$ cat src/rtl/ring_buffer_reader.sv
// ring_buffer_reader: drains a circular buffer through a 1-cycle-latency RAM
// and presents each word on a valid/ready output port.
module ring_buffer_reader #(
    parameter int unsigned DEPTH      = 256,
    parameter int unsigned DATA_WIDTH = 8,
    localparam int unsigned PW        = $clog2(DEPTH)
) (
    input  logic                  clk,
    input  logic                  reset,
    input  logic [PW-1:0]         wr_ptr,
    input  logic                  flush,
    output logic [PW-1:0]         rd_ptr,
    output logic                  mem_rd_en,
    output logic [PW-1:0]         mem_addr,
    input  logic [DATA_WIDTH-1:0] mem_data,
    output logic [DATA_WIDTH-1:0] data_out,
    output logic                  data_valid,
    input  logic                  data_ready,
    output logic [PW-1:0]         level
);

    localparam logic [PW:0]   DEPTH_X = (PW+1)'(DEPTH);
    localparam logic [PW-1:0] LAST    = PW'(DEPTH - 1);

    typedef enum logic [1:0] {
        IDLE  = 2'd0,
        FETCH = 2'd1,
        VALID = 2'd2
    } state_e;

    state_e                  state_q, state_d;
    logic [PW-1:0]           rd_ptr_q, rd_ptr_d;
    logic [DATA_WIDTH-1:0]   data_out_q, data_out_d;
    logic                    data_valid_q, data_valid_d;
    logic                    rd_en_c;
    logic                    empty_c;
    logic [PW-1:0]           rd_ptr_inc_c;
    logic [PW:0]             wr_ext_c, rd_ext_c;

    // Occupancy and wrap-aware pointer increment
    always_comb begin
        empty_c      = (rd_ptr_q == wr_ptr);
        rd_ptr_inc_c = (rd_ptr_q == LAST) ? '0 : rd_ptr_q + PW'(1);
        wr_ext_c     = {1'b0, wr_ptr};
        rd_ext_c     = {1'b0, rd_ptr_q};
        if (wr_ptr >= rd_ptr_q) begin
            level = wr_ptr - rd_ptr_q;
        end else begin
            level = PW'(wr_ext_c + DEPTH_X - rd_ext_c);
        end
    end

    // Next-state, fetch strobe and output-word update
    always_comb begin
        state_d      = state_q;
        rd_ptr_d     = rd_ptr_q;
        data_out_d   = data_out_q;
        data_valid_d = data_valid_q;
        rd_en_c      = 1'b0;

        unique case (state_q)
            IDLE: begin
                data_valid_d = 1'b0;
                if (!empty_c) begin
                    rd_en_c  = 1'b1;
                    rd_ptr_d = rd_ptr_inc_c;
                    state_d  = FETCH;
                end
            end
            FETCH: begin
                data_out_d   = mem_data;
                data_valid_d = 1'b1;
                state_d      = VALID;
            end
            VALID: begin
                if (data_ready) begin
                    data_valid_d = 1'b0;
                    if (!empty_c) begin
                        rd_en_c  = 1'b1;
                        rd_ptr_d = rd_ptr_inc_c;
                        state_d  = FETCH;
                    end else begin
                        state_d  = IDLE;
                    end
                end
            end
            default: begin
                state_d      = IDLE;
                data_valid_d = 1'b0;
            end
        endcase

        // Flush discards unread and in-flight data, resyncing to the writer
        if (flush) begin
            rd_en_c      = 1'b0;
            rd_ptr_d     = wr_ptr;
            data_valid_d = 1'b0;
            state_d      = IDLE;
        end

        if (reset) begin
            rd_en_c = 1'b0;
        end
    end

    // State and datapath registers with synchronous reset
    always_ff @(posedge clk) begin
        if (reset) begin
            state_q      <= IDLE;
            rd_ptr_q     <= '0;
            data_out_q   <= '0;
            data_valid_q <= 1'b0;
        end else begin
            state_q      <= state_d;
            rd_ptr_q     <= rd_ptr_d;
            data_out_q   <= data_out_d;
            data_valid_q <= data_valid_d;
        end
    end

    assign rd_ptr     = rd_ptr_q;
    assign mem_addr   = rd_ptr_q;
    assign mem_rd_en  = rd_en_c;
    assign data_out   = data_out_q;
    assign data_valid = data_valid_q;

endmodule

$ cat config.mk
export PLATFORM = sky130hd
export DESIGN_NAME = ring_buffer_reader
export DESIGN_NICKNAME = d
export VERILOG_FILES = /design/src/rtl/ring_buffer_reader.sv
export SDC_FILE = /design/constraint.sdc
export NUM_CORES = 1
export LEC_CHECK = 0
export ABC_AREA = 0
export CORE_MARGIN = 8
export CORE_UTILIZATION = 49
export DETAILED_ROUTE_END_ITERATION = 10
export DONT_BUFFER_PORTS = 1
export GPL_ROUTABILITY_DRIVEN = 1
export GPL_TIMING_DRIVEN = 0
export PLACE_DENSITY_LB_ADDON = 0.3
export SYNTH_ARGS = -nofsm -noshare
export SYNTH_HDL_FRONTEND = slang
export SYNTH_SLANG_ARGS = --single-unit
$ cat constraint.sdc
create_clock -name clk -period 2 [get_ports clk]
set_clock_uncertainty 0.05 [all_clocks]
set_input_delay 0.4 -clock clk [delete_from_list [all_inputs] [get_ports clk]]
set_output_delay 0.4 -clock clk [all_outputs]
set_load 0.01 [all_outputs]
---- Word level (Yosys, flattened, before mapping) ----
Index checks and enable logic that the tools add are counted.
Widths: inputs -> output; s select.
storage, ports and cells
  memories kept ........................... 0
  bits in registers ....................... 19
  logic and storage cells ................. 38
  bits in latches ......................... 0
  RAM bits ................................ 0
  ROM bits ................................ 0
cells by class
  $mul .................................... 0
  bitwise operators ....................... 0
  mux-type cells .......................... 17
  magnitude comparators ................... 1
  divide/modulo/power cells ............... 0
  shifts and indexed selects .............. 0
  equal/unequal tests ..................... 7
  add/subtract/negate cells ............... 4
  reduce and logical (&&, ||, !) cells .... 5
operator list
  kind                 count
  $mux 8               5
  $add 8x1->8 const B  2
  $pmux 8 s2           1
  $sub 8x8->8          2
  $eq 8x8->1           1
  $eq 8x8->1 const B   1
  $ge 8x8->1           1
  $mux 1               6
  $pmux 2 s3           1
  $mux 2               2
  $ne 2x2->1 const B   2
  $pmux 1 s2           2
  $reduce_and 2->1     2
  $ne 3x3->1 const B   1
  $reduce_bool 3->1    1
  $eq 2x1->1 const B   1
  $eq 2x2->1 const B   1
  $logic_not 2->1      1
  $reduce_or 2->1      1

---- Longest topological paths before layout ----
  depth after elaboration ................. 6
  depth in mapped cells ................... 8
  gate-level depth less buffers ........... 7

---- Worst setup path after synthesis ----
Ideal clock, no wire load.
  path type ............................... register -> output
  from .................................... reg rd_ptr_q[2] (netlist: mem_addr[2])
  to ...................................... out level[6]
  slack ................................... -0.309 ns
  arrival ................................. 1.859 ns
  buffers on the path ..................... 0
  cell stages (with the launch flop) ...... 7
  cells stage by stage .................... dfxtp_1 inv_1 ha_1 nor2b_1 o21a_1 o21a_1 o311ai_0
between the ends
  cells in the longest elaborated chain, start to end .. 2
  elaborated cells between the ends (all ways) .. 4
  classes of those cells .................. add/sub (2); order compare (1); mux (1)
RTL lines
  element                              RTL line  source
  start: declaration                   32        logic [PW-1:0] rd_ptr_q, rd_ptr_d;
  start signal: assignment             115       rd_ptr_q <= rd_ptr_d;
  $sub 8x8->8 (tied with other cells)  49        level = PW'(wr_ext_c + DEPTH_X - rd_ext_c);
  $mux 8 (*)                           46        if (wr_ptr >= rd_ptr_q) begin
  end: declaration                     19        output logic [PW-1:0] level
Mark *: on every way between the ends. The rest lies on a longest branch, timed or not.

---- Worst setup path in the final report ----
  from .................................... reg rd_ptr_q[5] (netlist: mem_addr[5])
  to ...................................... out level[7]
Same word-level chain as after synthesis.

==> metrics.txt <==
share of post-route cells with drive strength above 1 45.0%; run status complete, but fails checks; overall die area roughly 4800 um^2; max frequency between 400 and 500 MHz; length of routed met3 wiring 492 um; count of distinct cell types in the synthesized netlist between 40 and 50; synthesis-to-finish area growth 47.1%; portion of the clock cycle consumed by the worst path in the final layout 120%; Post-Syn Nets 208; element type at the critical path end output port; Top Metal Used met4; number of clock sinks 19; antenna diode instance count 0; CTS tree yes; setup repair after global routing missed its margin yes; final sum of negative setup slack -2.74 ns; dominant synthesized flop cell dfxtp_1; worst slew margin relative to its limit between 40% and 50%; number of synthesized flops with an enable pin 0; number of global-route vias before repair between 1500 and 2000; area of the core 2710 um^2; I/O Buffers 0; pin count of the biggest net entering global routing 12; commonest non-fill, non-tap cells in the layout buf_4, nand2_1, a21oi_1; setup-violating endpoint count in the final report 14; Hold/Removal Path Class in2reg; WP data required 1.55 ns; Num CTS Buffers 3; detailed placer's ending HPWL between 2 and 3 mm; gr ovfl total 0; area after detailed placement roughly 1500 um^2; RePlAce Congestion 0.898; synthesized area between 1000 and 1500 um^2; number of DRC violations after detailed-routing iteration 0 about 110; number of antenna violations at the first check in global routing 0; H-Tree Level Count 1; minimum clock period ~2.4 ns; register bit total from synthesis 19; final antenna-violating net count 0; DRC errors left 0; total number of placement rows 19; Horiz. Die Dim between 60 and 70 um; final instance area roughly 2000 um^2; PnR worst setup slack -0.408 ns; CP Class reg2out; Chip Height approximately 69 um; clk_lat worst skew around 0.31 ns; static power due to leakage approximately 0.76 nW; clock-pin slew on the worst setup and hold paths about 0.11 ns; CTS Hold Bufs 0; element type at the critical path start flip-flop; Least-Margin Pin Slew roughly 0.81 ns; final routed wirelength across all metal layers roughly 5.0 mm; number of hold-slack violations in the final timing report 0; filler cell count approximately 190; async set-or-reset flop fraction in the synthesized netlist 0%; count of synthesis-stage warnings from yosys 0; overall fraction of global-route tracks in use 17.8%; violations in the final reports negative setup slack; per-cell routed wire length roughly 21 um; count of max-cap constraint violations 0; total iterations of the first detailed-routing run 4; number of vias after detailed routing around 1600; average footprint of a synthesized cell a little under 8 um^2; Clock Root Buffer clkbuf_4; power density over the cells roughly 550 nW/um^2; count of pins on the block boundary 54; Worst EP arrival between 1.5 and 2 ns; total number of nets in the final design 239; number of vias per cell between 6 and 7; buffers from clock root to sink, at most 2; effective utilization at floorplan approximately half; instance count of the mapped netlist 179; worst-case vdd ir drop ~0.49 mV; Final Max Slew Viols 0; register area share after synthesis about 28%; commonest non-fill, non-tap cell in the layout buf_4; global-route wire length before repair around 7.3 mm; Crit Path Max Fanout 7; Met1 Wirelength approximately 1.8 mm; routed wire length on met2 2.42 mm
## where the power goes
part           switching, mW  internal, mW  total (mW)
sequential            0.0470         0.399       0.446
combinational          0.245         0.232       0.478
clock                  0.126        0.0747       0.201
## logic make-up after synthesis
family	after synthesis	synth area share, %
flip-flops	19	27.5
buffers and inverters	31	11.2
AND/OR/NAND/NOR	73	28.2
adder cells (fa/ha/maj)	9	8.70
AO/OA/AOI/OAI	43	21.3
XOR/XNOR	4	3.08
## metal layers
metal | up-vias | GRT usage (%)
met5 | - | 0
met4 | 0 | 6.15
li1 | 700 | -
met2 | 97 | 31.5
met3 | 32 | 5.29
met1 | 731 | 19.5
## sequential cells by signal, indices dropped and copies added, names as in the netlist
signal	count
mem_addr	8
state_q	2
data_valid	1
data_out	8
## path summary, 6_finish.rpt
| kind | from | end | slack, ns | cells past startpoint |
|---|---|---|---|---|
| worst max register to register | mem_addr[3]$_SDFFE_PP0P_ | mem_addr[6]$_SDFFE_PP0P_ | -0.23 | 9 |
| worst min-delay path | mem_data[5] | data_out[5]$_SDFFE_PP0P_ | 0.17 | 2 |
| worst min register to register | data_out[5]$_SDFFE_PP0P_ | data_out[5]$_SDFFE_PP0P_ | 0.46 | 2 |
| worst max-delay path | mem_addr[5]$_SDFFE_PP0P_ | level[7] | -0.41 | 5 |
## cell usage after synthesis, types with 3 or more instances
master	instances	share of area (%)
nand2b_1	5	2.3
a21oi_1	16	5.8
a2111oi_0	3	1.9
nand3_1	5	1.8
ha_1	8	7.2
nor2b_1	6	2.7
xnor2_1	3	1.9
buf_4	8	4.3
and3_2	3	1.6
inv_1	14	3.8
o21a_1	3	1.6
nor3_1	6	2.2
a31oi_1	4	1.8
clkbuf_1	7	1.9
o31a_1	3	1.9
nor4_1	5	2.3
dfxtp_1	19	28
nor2_1	6	1.6
nand2_1	23	6.2
or3_1	3	1.4
## critical path: stages (launching register included)
cell      delay (ns)
dfxtp_4         0.43
inv_4           0.06
ha_4            0.15
or3_4           0.35
or4_4           0.51
o211ai_1        0.17
## metrics by stage
stage | power (mW) | setup WS, ns | hold WS [ns] | utilization, % | instances
after floorplan | 0.688 | -0.0195 | 0.431 | - | 179
after global placement | 0.738 | -0.148 | 0.448 | 56.2 | 210
after detailed placement | 0.749 | -0.167 | 0.454 | 56.2 | 210
after CTS | 1.05 | -0.440 | 0.165 | 68.8 | 234
after global routing | 1.18 | -0.470 | 0.168 | 75.0 | 240
final | 1.12 | -0.408 | 0.167 | 75.0 | 240
## cell type report
| type | instances | area, um^2 | share of cell area (%) |
|---|---|---|---|
| Multi-Input combinational cell | 129 | 1160 | 57.1 |
| Sequential cell | 19 | 410 | 20.2 |
| Timing Repair Buffer | 27 | 229 | 11.3 |
| Buffer | 16 | 97.6 | 4.80 |
| Inverter | 14 | 67.6 | 3.33 |
| Tap cell | 31 | 38.8 | 1.91 |
| Clock buffer | 3 | 22.5 | 1.11 |
| Clock inverter | 1 | 5.00 | 0.246 |
## what timing repair did
item | CTS | global route
setup buffers | 20 | 13
resized for setup | 39 | 23
endpoints found under the setup margin | 13 | 16
pin swaps | 19 | 19
(Power assumes the default switching activity.)
